==> config.mk <==
export PLATFORM = sky130hd
export DESIGN_NAME = mem_xfer_ctrl_flat
export DESIGN_NICKNAME = d
export VERILOG_FILES = /design/src/rtl/mem_xfer_if.sv /design/src/rtl/mem_xfer_ctrl.sv /design/src/flat_wrapper.sv
export SDC_FILE = /design/constraint.sdc
export NUM_CORES = 1
export LEC_CHECK = 0
export CELL_PAD_IN_SITES_DETAIL_PLACEMENT = 1
export CELL_PAD_IN_SITES_GLOBAL_PLACEMENT = 1
export CORE_MARGIN = 2
export CORE_UTILIZATION = 32
export DETAILED_ROUTE_END_ITERATION = 10
export PLACE_DENSITY_LB_ADDON = 0.08
export REMOVE_ABC_BUFFERS = 1
export SETUP_SLACK_MARGIN = 0.2
export SLEW_MARGIN = 0
export SYNTH_ARGS = -nofsm -noshare
export SYNTH_HDL_FRONTEND = slang
export SYNTH_SLANG_ARGS = --single-unit
==> constraint.sdc <==
create_clock -name clk -period 2.27 [get_ports clk]
set_clock_uncertainty 0.2 [all_clocks]
set_input_delay 0.454 -clock clk [delete_from_list [all_inputs] [get_ports clk]]
set_output_delay 0.454 -clock clk [all_outputs]
set_load 0.02 [all_outputs]
==> src/rtl/mem_xfer_if.sv <==
// ============================================================================
// Module   : mem_xfer_if
// Purpose  : Bus, control and memory handshake bundle for mem_xfer_ctrl.
// Revision : 1.0  initial release
// ============================================================================
`default_nettype none

interface mem_xfer_if #(
  parameter int DATA_W = 16,
  parameter int ADDR_W = 16
);
  // Shared internal bus side
  logic [DATA_W-1:0] bus_in;
  logic [DATA_W-1:0] bus_out;
  logic              bus_oe;
  // Control unit side
  logic              mar_load;
  logic              mdr_load;
  logic              mdr_out_en;
  logic              start;
  logic              rw;
  logic              inc;
  logic              busy;
  logic              done;
  logic              err;
  // Memory side
  logic [ADDR_W-1:0] mem_addr;
  logic [DATA_W-1:0] mem_wdata;
  logic [DATA_W-1:0] mem_rdata;
  logic              mem_en;
  logic              mem_rw;
  logic              mem_mfc;

  modport slave (
    input  bus_in, mar_load, mdr_load, mdr_out_en, start, rw, inc,
           mem_rdata, mem_mfc,
    output bus_out, bus_oe, busy, done, err,
           mem_addr, mem_wdata, mem_en, mem_rw
  );

  modport master (
    output bus_in, mar_load, mdr_load, mdr_out_en, start, rw, inc,
           mem_rdata, mem_mfc,
    input  bus_out, bus_oe, busy, done, err,
           mem_addr, mem_wdata, mem_en, mem_rw
  );
endinterface

`default_nettype wire

==> src/rtl/mem_xfer_ctrl.sv <==
// ============================================================================
// Module   : mem_xfer_ctrl
// Purpose  : MAR/MDR holder sequencing one EN/R_W/MFC memory transfer with
//            bounded timeout, MAR post-increment and done/err status.
// Revision : 1.0  initial release
// ============================================================================
`default_nettype none

module mem_xfer_ctrl #(
  parameter int DATA_W  = 16,
  parameter int ADDR_W  = 16,
  parameter int TIMEOUT = 15
) (
  input  wire logic clk,
  input  wire logic reset,
  mem_xfer_if.slave xif
);

  localparam int               CNT_W    = $clog2(TIMEOUT);
  localparam logic [CNT_W-1:0] CNT_LAST = CNT_W'(TIMEOUT - 1);

  typedef enum logic [1:0] {
    ST_IDLE = 2'd0,
    ST_REQ  = 2'd1,
    ST_REL  = 2'd2,
    ST_FIN  = 2'd3
  } state_e;

  state_e            state_q, state_d;
  logic [ADDR_W-1:0] mar_q,   mar_d;
  logic [DATA_W-1:0] mdr_q,   mdr_d;
  logic [CNT_W-1:0]  cnt_q,   cnt_d;
  logic              rw_q,    rw_d;
  logic              inc_q,   inc_d;
  logic              err_q,   err_d;
  logic [ADDR_W-1:0] mar_src;

  // MAR takes the low bus bits; a bus narrower than the address zero-extends.
  generate
    if (ADDR_W <= DATA_W) begin : g_mar_slice
      assign mar_src = xif.bus_in[ADDR_W-1:0];
    end else begin : g_mar_zext
      assign mar_src = {{(ADDR_W-DATA_W){1'b0}}, xif.bus_in};
    end
  endgenerate

  always_ff @(posedge clk or negedge reset) begin
    if (!reset) begin
      state_q <= ST_IDLE;
      mar_q   <= '0;
      mdr_q   <= '0;
      cnt_q   <= '0;
      rw_q    <= 1'b1;
      inc_q   <= 1'b0;
      err_q   <= 1'b0;
    end else begin
      state_q <= state_d;
      mar_q   <= mar_d;
      mdr_q   <= mdr_d;
      cnt_q   <= cnt_d;
      rw_q    <= rw_d;
      inc_q   <= inc_d;
      err_q   <= err_d;
    end
  end

  always_comb begin
    state_d = state_q;
    mar_d   = mar_q;
    mdr_d   = mdr_q;
    cnt_d   = cnt_q;
    rw_d    = rw_q;
    inc_d   = inc_q;
    err_d   = err_q;

    case (state_q)
      ST_IDLE: begin
        // Loads land together with start so the transfer sees the new values.
        if (xif.mar_load) mar_d = mar_src;
        if (xif.mdr_load) mdr_d = xif.bus_in;
        if (xif.start) begin
          rw_d    = xif.rw;
          inc_d   = xif.inc;
          err_d   = 1'b0;
          cnt_d   = '0;
          state_d = ST_REQ;
        end
      end

      ST_REQ: begin
        if (xif.mem_mfc) begin
          if (rw_q) mdr_d = xif.mem_rdata;
          cnt_d   = '0;
          state_d = ST_REL;
        end else if (cnt_q == CNT_LAST) begin
          err_d   = 1'b1;
          state_d = ST_FIN;
        end else begin
          cnt_d = cnt_q + CNT_W'(1);
        end
      end

      ST_REL: begin
        if (!xif.mem_mfc) begin
          if (inc_q) mar_d = mar_q + ADDR_W'(1);
          state_d = ST_FIN;
        end else if (cnt_q == CNT_LAST) begin
          err_d   = 1'b1;
          state_d = ST_FIN;
        end else begin
          cnt_d = cnt_q + CNT_W'(1);
        end
      end

      ST_FIN: begin
        state_d = ST_IDLE;
      end

      default: begin
        state_d = ST_IDLE;
      end
    endcase
  end

  assign xif.busy      = (state_q != ST_IDLE);
  assign xif.done      = (state_q == ST_FIN);
  assign xif.err       = err_q;
  assign xif.mem_en    = (state_q == ST_REQ);
  assign xif.mem_rw    = (state_q == ST_REQ) ? rw_q : 1'b1;
  assign xif.mem_addr  = mar_q;
  assign xif.mem_wdata = mdr_q;
  assign xif.bus_out   = mdr_q;
  assign xif.bus_oe    = xif.mdr_out_en & ~xif.busy;

endmodule

`default_nettype wire

==> src/flat_wrapper.sv <==
// flat-port wrapper written by rule: the top's interface ports become plain ports
module mem_xfer_ctrl_flat 
#(
  parameter int DATA_W  = 16,
  parameter int ADDR_W  = 16,
  parameter int TIMEOUT = 15
)
  (clk, reset, xif_bus_in, xif_mar_load, xif_mdr_load, xif_mdr_out_en, xif_start, xif_rw, xif_inc, xif_mem_rdata, xif_mem_mfc, xif_bus_out, xif_bus_oe, xif_busy, xif_done, xif_err, xif_mem_addr, xif_mem_wdata, xif_mem_en, xif_mem_rw);
  mem_xfer_if #(.DATA_W(DATA_W), .ADDR_W(ADDR_W)) xif_i ();
  input  wire logic clk;
  input  wire logic reset;
  input wire logic [$bits(xif_i.bus_in)-1:0] xif_bus_in;
  input wire logic [$bits(xif_i.mar_load)-1:0] xif_mar_load;
  input wire logic [$bits(xif_i.mdr_load)-1:0] xif_mdr_load;
  input wire logic [$bits(xif_i.mdr_out_en)-1:0] xif_mdr_out_en;
  input wire logic [$bits(xif_i.start)-1:0] xif_start;
  input wire logic [$bits(xif_i.rw)-1:0] xif_rw;
  input wire logic [$bits(xif_i.inc)-1:0] xif_inc;
  input wire logic [$bits(xif_i.mem_rdata)-1:0] xif_mem_rdata;
  input wire logic [$bits(xif_i.mem_mfc)-1:0] xif_mem_mfc;
  output wire logic [$bits(xif_i.bus_out)-1:0] xif_bus_out;
  output wire logic [$bits(xif_i.bus_oe)-1:0] xif_bus_oe;
  output wire logic [$bits(xif_i.busy)-1:0] xif_busy;
  output wire logic [$bits(xif_i.done)-1:0] xif_done;
  output wire logic [$bits(xif_i.err)-1:0] xif_err;
  output wire logic [$bits(xif_i.mem_addr)-1:0] xif_mem_addr;
  output wire logic [$bits(xif_i.mem_wdata)-1:0] xif_mem_wdata;
  output wire logic [$bits(xif_i.mem_en)-1:0] xif_mem_en;
  output wire logic [$bits(xif_i.mem_rw)-1:0] xif_mem_rw;
  assign xif_i.bus_in = xif_bus_in;
  assign xif_i.mar_load = xif_mar_load;
  assign xif_i.mdr_load = xif_mdr_load;
  assign xif_i.mdr_out_en = xif_mdr_out_en;
  assign xif_i.start = xif_start;
  assign xif_i.rw = xif_rw;
  assign xif_i.inc = xif_inc;
  assign xif_i.mem_rdata = xif_mem_rdata;
  assign xif_i.mem_mfc = xif_mem_mfc;
  assign xif_bus_out = xif_i.bus_out;
  assign xif_bus_oe = xif_i.bus_oe;
  assign xif_busy = xif_i.busy;
  assign xif_done = xif_i.done;
  assign xif_err = xif_i.err;
  assign xif_mem_addr = xif_i.mem_addr;
  assign xif_mem_wdata = xif_i.mem_wdata;
  assign xif_mem_en = xif_i.mem_en;
  assign xif_mem_rw = xif_i.mem_rw;
  mem_xfer_ctrl #(.DATA_W(DATA_W), .ADDR_W(ADDR_W), .TIMEOUT(TIMEOUT)) u_core (.clk(clk), .reset(reset), .xif(xif_i));
endmodule
# Word-level counts from Yosys, hierarchy flattened
# Cells that the tools add are included.
# Widths: inputs -> output; s select.
# totals
ff_bits,41
in_bits,41
output_inout_bits,54
elab_cells,58
# classes
n_addsub,2
eq_ne,13
n_mux,24
bitwise_logic,2
n_reduce_logical,10
# ops
op,n
$mux 16,6
$pmux 16 s2,2
$add 16x1->16 const B,1
$mux 4,4
$ne 2x2->1 const B,7
$pmux 4 s3,1
$reduce_and 4->1,3
$mux 2,4
$pmux 2 s4,1
$reduce_bool 2->1,3
$mux 1,5
$add 4x1->4 const B,1
$eq 2x2->1 const B,2
$eq 4x4->1 const B,1
$ne 2x1->1 const B,2
$pmux 1 s3,1
$reduce_and 3->1,1
$reduce_bool 3->1,1
$eq 2x1->1 const B,1
$logic_not 2->1,1
$reduce_and 2->1,1
$and 1x1->1,1
$not 1->1,1

# Longest topological paths before layout
# Gate-level depths: netlist of the first run.
# logic_depth
word_depth,4
ltp_mapped,8
depth_no_buf,6

# Worst setup path before layout of the first run
# No wires, ideal clock.
# synth_timing
path_type,register to output
startpoint,register u_core.state_q[1]
endpoint,output port xif_mem_rw
arrival_time_ns,1.565
required_ns,1.616
path_slack_ns,0.051
path_stages_with_launch,6
path_buffers,2
path_cell_list,dfrtp_1 inv_1 ha_1 buf_2 buf_2 nand2b_1
# synth_between
elab_chain_len,2
# synth_lines
item,line_no,rtl
"start, declared",mem_xfer_ctrl.sv:29,"state_e state_q, state_d;"
"start signal, assigned",mem_xfer_ctrl.sv:57,state_q <= state_d;
$eq 2x1->1,-,
net xif_mem_en,flat_wrapper.sv:28,output wire logic [$bits(xif_i.mem_en)-1:0] xif_mem_en;
$mux 1,mem_xfer_ctrl.sv:129,assign xif.mem_rw = (state_q == ST_REQ) ? rw_q : 1'b1;
"end, declared",flat_wrapper.sv:29,output wire logic [$bits(xif_i.mem_rw)-1:0] xif_mem_rw;
# The timed path passes the listed nets, and every way through them passes these cells.

# Worst setup path in the final report of the first run
# layout_timing
startpoint,register u_core.mar_q[0] (netlist: u_core.xif.mem_addr[0])
endpoint,output port xif_mem_addr[0]
# layout_rtl
item,line_no,rtl
"start, declared",mem_xfer_ctrl.sv:30,"logic [ADDR_W-1:0] mar_q, mar_d;"
"start signal, assigned",mem_xfer_ctrl.sv:58,mar_q <= mar_d;
"end, declared",flat_wrapper.sv:26,output wire logic [$bits(xif_i.mem_addr)-1:0] xif_mem_addr;
# No word-level cell between the ends.

==> metrics.md, run 1 <==
| Metric | Value |
|---|---|
| Status | `completed` |
| Clock Pin Slew Worst Setup and Hold Paths | `90 ps` |
| Final-report hold violation count | `0` |
| Vias in the first global route | `about 2500` |
| Bufs on Longest Clock Path | `2` |
| Ant. Diodes | `0` |
| Core Box Area | `~7700 um2` |
| Comb pwr share | `between 60% and 70%` |
| CTS root buf | `clkbuf_8` |
| GRT Util Overall | `17.8%` |
| Max-capacitance violation count | `0` |
| DRC Markers | `0` |
| Total Wirelength | `about 7500 um` |
| Worst EP required | `1620 ps` |
| Switching Power | `about 2600 uW` |
| Placer Congestion | `around 0.8` |
| #FFs+latches synth | `41` |
| Pint | `3110 uW` |
| CP peak stage delay | `around 630 ps` |
| Via density | `around 5.1` |
| Wire per inst | `between 15 and 20 um` |
| Max-slew violations | `0` |
| Area contributors post-synth | `dfrtp_1 40%, mux2i_1 7.2%, a21oi_1 5.8%, buf_4 5.1%, ha_1 4.0%` |
| Fin area | `about 3800 um2` |
| Synthesis-to-finish area growth | `50.1%` |
| CP max FO | `5` |
| Final HPWL DP | `5690 um` |
| Sequential share of the synthesized area | `40.8%` |
| Most frequent cell after synthesis | `dfrtp_1` |
| Die H | `92.7 um` |
| Worst-Skew Late Latency | `300 ps` |
| Main synth FF type | `dfrtp_1` |
| Flop pwr share | `25.5%` |
| Starting Density | `between 30 and 40%` |
| Area post-placement | `about 3600 um2` |
| Pwr Density | `1510 nW/um2` |
| Synth warn | `0` |
| Clock network power share | `9.4%` |
| Filler instances | `909` |
| Die area | `around 8600 um2` |
| Starting DRT DRC Count | `111` |
| Largest net degree at the start of global routing | `23` |
| Switching share of power | `between 40 and 50%` |
| Post-Syn Area per Cell | `9.13 um2` |
| EDFF count, synth | `0` |
| Period utilization | `between 80% and 90%` |
| RSZ-0062 raised after global routing | `true` |
| Fraction of layout cells with a size suffix above 1 | `between 10% and 20%` |
| CP Cell Sequence | `clkdlybuf4s50_1` |
| Yosys top cell area share | `between 30% and 40%` |
| H-tree depth | `2` |
| Fin util | `49.2%` |
| CP startpoint kind | `flip-flop` |
| VDD IR-drop max | `around 0.67 mV` |
| Setup TNS Final | `0 ps` |
| FFs w/ async S/R, synth | `100%` |
| Mapped Cells | `~280` |
| IO Count | `95` |
| Final setup viols | `0` |
| Post-synth cell types | `47` |
| CTS tree | `done` |
| Worst Hold Class | `reg -> reg` |
| Initial antenna violation count | `0` |
| Static Leak | `approximately 0.0016 uW` |
| Crit path max-delay family | `buffers and inverters` |
| Commonest cells in the netlist | `40 x dfrtp_1, 29 x a21oi_1, 26 x nor2_1` |
| Worst-margin pin slew | `441 ps` |
| Buf+Inv Stages, Crit Path | `1` |
| # port buffers | `between 90 and 100` |
| CP max stage cell | `clkdlybuf4s50_1` |
| Netlist Area Pre-Place | `approximately 2500 um2` |
| Pre-Repair DR Iteration Count | `4` |
| First-pass GRT wire length | `roughly 12000 um` |
| Min cycle time layout | `around 2000 ps` |
| Antenna-violating nets left | `0` |
| CP endpoint kind | `primary output` |
| Vias | `about 2400` |
| Total gr overflow | `0` |
| Clk sinks | `41` |
| Arrival time at the worst endpoint | `1350 ps` |
| CTS Buf Count | `5` |
| Placed instance count | `462` |
| Synth area leader | `dfrtp_1` |
| Final Non-Filler Cells | `476` |
| Nets | `422` |
| Fmax | `between 0.4 and 0.5 GHz` |
| Crit path kind | `reg -> out` |
| Die width | `roughly 93 um` |
| Row cnt | `32` |
| Max_slew headroom | `70.4%` |
-- logic make-up after synthesis --
kind of cell,share of synthesized area [%]
and+or+nand+nor,22.5
adders and majority gates,3.97
DFF,40.8
muxes,8.49
AOI/OAI and AO/OA,15.3
buffers and inverters,9.04
-- power by group through the flow --
stage,clock (uW),sequential [uW],combinational [uW]
floorplan,0,1910,1360
global placement,0,1450,3500
detailed placement,0,1470,3570
CTS,561,1450,3570
global route,580,1530,4040
finish,540,1460,3730
-- final timing paths --
path                       slack, ps                    from  depth (start not counted)                      end
max                              260  u_core.xif.mem_addr[0]                          1          xif_mem_addr[0]
min                              350  u_core.xif.mem_addr[1]                          2   u_core.xif.mem_addr[1]
max reg2reg                      290  u_core.xif.mem_addr[5]                          4  u_core.xif.mem_addr[11]
min reg2reg                      350  u_core.xif.mem_addr[1]                          2   u_core.xif.mem_addr[1]
max in group asynchronous        870                   reset                          3              u_core.rw_q
min in group asynchronous        360                   reset                          2    u_core.xif.bus_out[0]
-- cell type report --
type,instances,area [um2],share of cell area (%)
Clock buffer,7,96.3,2.55
Inverter,9,36.3,0.960
Sequential cell,41,1030,27.2
Timing Repair Buffer,120,1160,30.6
Clock inverter,1,5.00,0.132
Multi-Input combinational cell,196,1330,35.2
Tap cell,102,128,3.38
-- stage by stage --
step                hold slack [ps]  power [uW]  worst slack (ps)
finish                          346        5730               264
global placement                156        4950              1.88
CTS                             353        5580               143
detailed placement              158        5040             -1.00
floorplan                     -41.6        3270              -955
global route                    382        6150               130
-- state kept, by name (all words and copies together) (netlist names) --
register,flops
u_core.inc_q,1
u_core.state_q,2
u_core.cnt_q,4
u_core.rw_q,1
u_core.xif.bus_out,16
u_core.xif.mem_addr,16
u_core.xif.err,1
-- worst reg2reg max path, stage by stage (launching register included) --
cell     delay [ps]
dfrtp_1         510
nand4_1         310
nor4_2          540
and4_1          260
nor3_1           50
-- layout by cell type, fill, tap and decap left out, types with 2 or more instances in the layout --
cell type / netlist / final
buf_12: 0 / 2
a31oi_1: 3 / 3
nor4_2: 1 / 2
nor2_1: 26 / 26
nand2b_1: 3 / 3
nor3_1: 19 / 19
ha_4: 0 / 3
clkbuf_2: 0 / 3
buf_4: 17 / 18
nand4_1: 6 / 6
nor2b_1: 3 / 3
o21ai_0: 6 / 4
mux2i_1: 18 / 18
buf_2: 8 / 2
o21ai_1: 2 / 4
o31ai_1: 2 / 2
nand3_1: 8 / 8
and2_1: 3 / 3
dlygate4sd2_1: 0 / 9
dlymetal6s2s_1: 0 / 3
nand2_1: 13 / 13
dfrtp_1: 40 / 39
a22oi_1: 3 / 3
ha_1: 8 / 5
nor4_1: 4 / 3
and2b_2: 2 / 2
buf_6: 1 / 4
inv_1: 9 / 7
o22ai_1: 8 / 8
mux2_2: 3 / 3
a21oi_1: 29 / 28
and4_1: 8 / 8
clkbuf_8: 0 / 7
clkdlybuf4s50_1: 0 / 77
-- routing by layer --
layer	GRT usage, %	up-vias	routed length (um)
met3	2.52	8	298
met4	5.15	0	74
met1	23.7	1188	3540
li1	-	1188	-
met5	0	-	0
met2	30.1	59	3630
-- timing repair --
| action | in CTS | in global routing |
|---|---|---|
| gates cloned | 0 | 1 |
| resized for setup | 26 | 23 |
| setup buffers | 1 | 3 |
| hold buffers | 1 | 0 |
| endpoints found under the hold margin | 11 | 0 |
| endpoints found under the setup margin | 48 | 29 |
| pin swaps | 0 | 5 |
No activity file was read; power rests on OpenSTA's default activity.
==> inputs of run 2 (changes only) <==
PLACE_DENSITY = 0.81   (was unset)
PLACE_DENSITY_LB_ADDON = unset   (was 0.08)
TNS_END_PERCENT = 30   (was unset)
==> metrics.md, run 2 (same netlist as run 1, synthesis figures left out) <==
| Metric | Value |
|---|---|
| Status | `completed` |
| Arrival time at the worst endpoint | `1440 ps` |
| CP peak stage delay | `~660 ps` |
| CP Cell Sequence | `clkdlybuf4s50_1` |
| Area post-placement | `between 3000 and 4000 um2` |
| First-pass GRT wire length | `about 13000 um` |
| Static Leak | `about 0.0015 uW` |
| Starting Density | `32.8%` |
| # port buffers | `between 90 and 100` |
| Clock network power share | `approximately 10%` |
| Total gr overflow | `0` |
| Row cnt | `32` |
| Vias | `2467` |
| GRT Util Overall | `18.5%` |
| Vias in the first global route | `roughly 2500` |
| H-tree depth | `2` |
| CP startpoint kind | `flip-flop` |
| Buf+Inv Stages, Crit Path | `1` |
| VDD IR-drop max | `between 0.7 and 0.8 mV` |
| Setup TNS Final | `0 ps` |
| Most frequent cells in the layout | `85 x clkdlybuf4s50_1, 38 x dfrtp_1, 28 x a21oi_1` |
| Worst EP required | `about 1600 ps` |
| Power, Total | `roughly 5800 uW` |
| Nets | `just over 400` |
| Pre-Repair DR Iteration Count | `4` |
| Min cycle time layout | `~2100 ps` |
| Final setup viols | `0` |
| Synthesis-to-finish area growth | `48.7%` |
| Die width | `between 90 and 100 um` |
| Filler instances | `880` |
| Starting DRT DRC Count | `160` |
| Placer Congestion | `0.809` |
| Max-capacitance violation count | `0` |
| Final-report hold violation count | `0` |
| CTS root buf | `clkbuf_8` |
| Switching Power | `~2600 uW` |
| Final Non-Filler Cells | `~470` |
| Commonest non-fill, non-tap cell in the layout | `clkdlybuf4s50_1` |
| Crit path kind | `reg -> out` |
| Pwr Density | `1540 nW/um2` |
| Comb pwr share | `between 60 and 70%` |
| Fraction of layout cells with a size suffix above 1 | `between 10% and 20%` |
| Fin area | `approximately 3700 um2` |
| Total Wirelength | `a little under 8000 um` |
| Antenna-violating nets left | `0` |
| Die H | `between 90 and 100 um` |
| PnR worst setup slack | `181 ps` |
| Worst Hold Class | `reg -> reg` |
| RSZ-0062 raised after global routing | `true` |
| CTS Buf Count | `5` |
| Die area | `8600 um2` |
| Max_slew headroom | `between 60% and 70%` |
| Placed instance count | `458` |
| Pint | `roughly 3100 uW` |
| DP Worst Slack | `-84.2 ps` |
| Initial antenna violation count | `0` |
| Worst-Skew Late Latency | `300 ps` |
| Wire per inst | `approximately 17 um` |
| Bufs on Longest Clock Path | `2` |
| Fmax | `0.479 GHz` |
| Worst-margin pin slew | `around 500 ps` |
| CP endpoint kind | `primary output` |
| DRC Markers | `0` |
| CTS tree | `done` |
| Max-slew violations | `0` |
| Flop pwr share | `25.5%` |
| Clk sinks | `a little over 40` |
| CP max FO | `6` |
| Largest net degree at the start of global routing | `24` |
| Via density | `5.27` |
| Ant. Diodes | `0` |
| Final HPWL DP | `about 6000 um` |
| Period utilization | `between 90 and 100%` |
| Clock Pin Slew Worst Setup and Hold Paths | `around 80 ps` |
| Switching share of power | `approximately 46%` |
| Core Box Area | `a little under 8000 um2` |
| Crit path max-delay family | `buffers and inverters` |
| IO Count | `95` |
| CP max stage cell | `clkdlybuf4s50_1` |
-- run 2: repair_timing --
item / CTS / global route
buffers inserted: 2 / 0
hold buffers: 1 / 0
hold endpoints to repair: 17 / 0
gates resized for setup: 17 / 10
setup endpoints to repair: 30 / 29
pin swaps: 1 / 1
-- run 2: path summary, 6_finish.rpt --
| kind | from | to | slack (ps) | cells after the start |
|---|---|---|---|---|
| min reg2reg | u_core.xif.bus_out[9] | u_core.xif.bus_out[9] | 360 | 2 |
| max reg2reg | u_core.state_q[0] | u_core.xif.mem_addr[6] | 220 | 7 |
| min in group asynchronous | reset | u_core.xif.bus_out[13] | 450 | 2 |
| max | u_core.xif.mem_addr[7] | xif_mem_addr[7] | 180 | 1 |
| max in group asynchronous | reset | u_core.xif.mem_addr[5] | 910 | 3 |
| min | u_core.xif.bus_out[9] | u_core.xif.bus_out[9] | 360 | 2 |
-- run 2: worst register-to-register path, stage by stage, from the launching register on --
cell     delay [ps]
dfrtp_1         400
inv_2            90
ha_4            180
buf_4           150
nor2b_4         140
a211o_1         250
or4_1           480
nand3_1         100
-- run 2: cell type report --
| class | instances | area, um2 | area share (%) |
|---|---|---|---|
| inverters | 9 | 33.8 | 0.902 |
| flip-flops and latches | 41 | 1030 | 27.5 |
| well taps | 102 | 128 | 3.41 |
| clock buffers | 5 | 68.8 | 1.84 |
| multi-input cells | 196 | 1330 | 35.5 |
| repair buffers | 113 | 1120 | 30.0 |
| clock inverters | 2 | 35.0 | 0.935 |
-- run 2: power by group through the flow --
stage / clock [uW] / combinational [uW] / sequential, uW
after floorplan: 0 / 1360 / 1910
after global placement: 0 / 3480 / 1440
after detailed placement: 0 / 3620 / 1470
after CTS: 589 / 3690 / 1460
after global routing: 622 / 3980 / 1530
final: 578 / 3710 / 1470
-- run 2: metal layers --
layer / vias up / part of all wire (%) / global-route usage [%]
li1: 1169 / - / -
met1: 1216 / 42 / 22.1
met2: 73 / 53 / 34.5
met3: 9 / 3.9 / 3.17
met4: 0 / 1.0 / 4.17
met5: - / 0 / 0
-- run 2: through the flow --
| stage | hold slack (ps) | util, % |
|---|---|---|
| finish | 357 | 48.7 |
| global route | 392 | 48.7 |
| CTS | 369 | 48.3 |
| detailed placement | 253 | 46.2 |
| global placement | 253 | 46.2 |
| floorplan | -41.6 | - |
==> RTL edit: new RTL, settings of run 1 <==
Reset style: synchronous (`reset`), changed in one clocked block.
--- a/src/rtl/mem_xfer_ctrl.sv
+++ b/src/rtl/mem_xfer_ctrl.sv
@@ -45,5 +45,5 @@
   endgenerate
 
-  always_ff @(posedge clk or negedge reset) begin
+  always_ff @(posedge clk) begin
     if (!reset) begin
       state_q <= ST_IDLE;
Formal check against the unedited RTL: differs if reset is asserted again (counterexample within 4 cycles, from zero or initial values and one cycle with reset low); with reset held inactive, the same outputs for 10 cycles.
==> RTL edit against run 1 <==
- wire length increased by 8.7%
- critical path depth unchanged
- area after synthesis decreased by 2.5%
- cell area decreased by 0.70%
- power decreased by 17%
- setup slack got worse by 0.011 ns
- non-clock buffer count increased by 4
- sequential cell count unchanged
- critical path type unchanged
- largest cell class unchanged
==> RTL edit: results (changes against run 1) <==
Synthesis
  – Cells after Synth: 297 (+7.6%)
  – Synth Area in Adders: 4.08% (+0.10 points)
  – Largest family of logic cells by synthesized area: compound AO/OA/AOI/OAI gates
  – Top cells by count, synth: 41 x dfxtp_1, 22 x nand2_1, 20 x nor2_1, 18 x a21oi_1
  – Post-synthesis compound-gate area fraction: 23.1% (+7.9 points)
  – Largest cells by area after synthesis: dfxtp_1 33%, mux2i_1 6.5%, buf_4 4.9%, a211oi_1 4.3%, ha_1 4.1%

Critical path
  – Reg2Reg Setup Slack: 0.26 ns (-0.03 ns)
  – Worst r2r dst: u_core.xif.mem_addr[11]
  – CP Launch Point: u_core.xif.mem_addr[4]
  – Maximum fanout along the worst path: 4 (-1)
  – CP max stage delay: 0.65 ns (+0.02 ns)
  – Start of the worst register-to-register path: u_core.state_q[0]
  – Worst R2R Path Depth: 7 (+3)

Power and ir drop
  – Lkg Pwr: 1.54 nW (-1.3%)
  – Clock Power: 0.000508 W (-5.9%)

Final layout
  – Multi-input gate share of total cell area: 39.6% (+4.4 points)
  – Seq/total area: 21.9% (-5.3 points)
  – Fin nets: 444 (+5.2%)
  – Area of the multi-input gates: 1490 um2 (+12%)
  – Non-filler cells, final: 494 (+3.8%)
  – Buffers, non-clock: 124 (+3.3%)
  – NonClk Buf Share: 31.8% (+1.2 points)
  – Logic inverters: 11 (+2)
  – Final clock-cell share: 2.30% (-0.38 points)
  – Layout fillers: 866 (-4.7%)
  – #MultiIn Comb: 212 (+8.2%)

Place
  – DP Wirelength: 6190 um (+8.7%)
  – Placed cells: 484 (+4.8%)
  – Routability congestion estimate: 0.870 (+8.8%)
  – Pre-CTS WS: -0.0371 ns (-0.0361 ns)
  – Dpl cell area: 3550 um2 (-0.67%)

STA
  – Pin slew with the least headroom to its limit: 0.363 ns (-0.0780 ns)
  – Worst Hold Margin: 0.268 ns (-0.0786 ns)

Die
  – Tap Count: 99 (-2.9%)

Drt
  – DRT iter0 DRCs: 53 (-52%)
  – WL/cell: 16.6 um (+4.7%)
  – Vias/cell: 5.25 (+2.4%)

Outcome
  – Status: complete, no violations

Global routing
  – Number of global-route vias before repair: 2,612 (+4.8%)
  – Total Routing Usage GR: 19.8% (+2.0 points)

Hold path
  – WHS Endpoint: u_core.inc_q

Clock network
  – Setup bufs post-CTS: 0 (-1)
==> RTL edit: cell types whose count changed in the layout (fill, tap and decap cells not counted), sizes merged, moves of 9 or more <==
cell | run 1 | this run
a211oi | 1 | 14
a21oi | 29 | 18
dfrtp | 40 | 0
dfxtp | 0 | 41
nand2 | 13 | 22
nor3 | 19 | 9
o21ai | 8 | 18
==> RTL edit: per-layer routing <==
layer / wire length (um) / track usage, %
met3: 270 / 3.86
met2: 4170 / 34.8
met5: 0 / 0
met4: 68 / 5.05
met1: 3690 / 24.7
==> RTL edit: how the worst max path moves through the flow <==
| stage | endpoint | slack (ns) | cells after the start |
|---|---|---|---|
| detailed placement | xif_bus_oe | -0.04 | 3 |
| global placement | xif_bus_oe | 0.01 | 3 |
| CTS | xif_bus_oe | 0.11 | 4 |
| floorplan | u_core.xif.bus_out[0] | -1.08 | 6 |
| finish | xif_mem_addr[4] | 0.25 | 1 |
| global route | u_core.xif.mem_addr[15] | 0.19 | 6 |
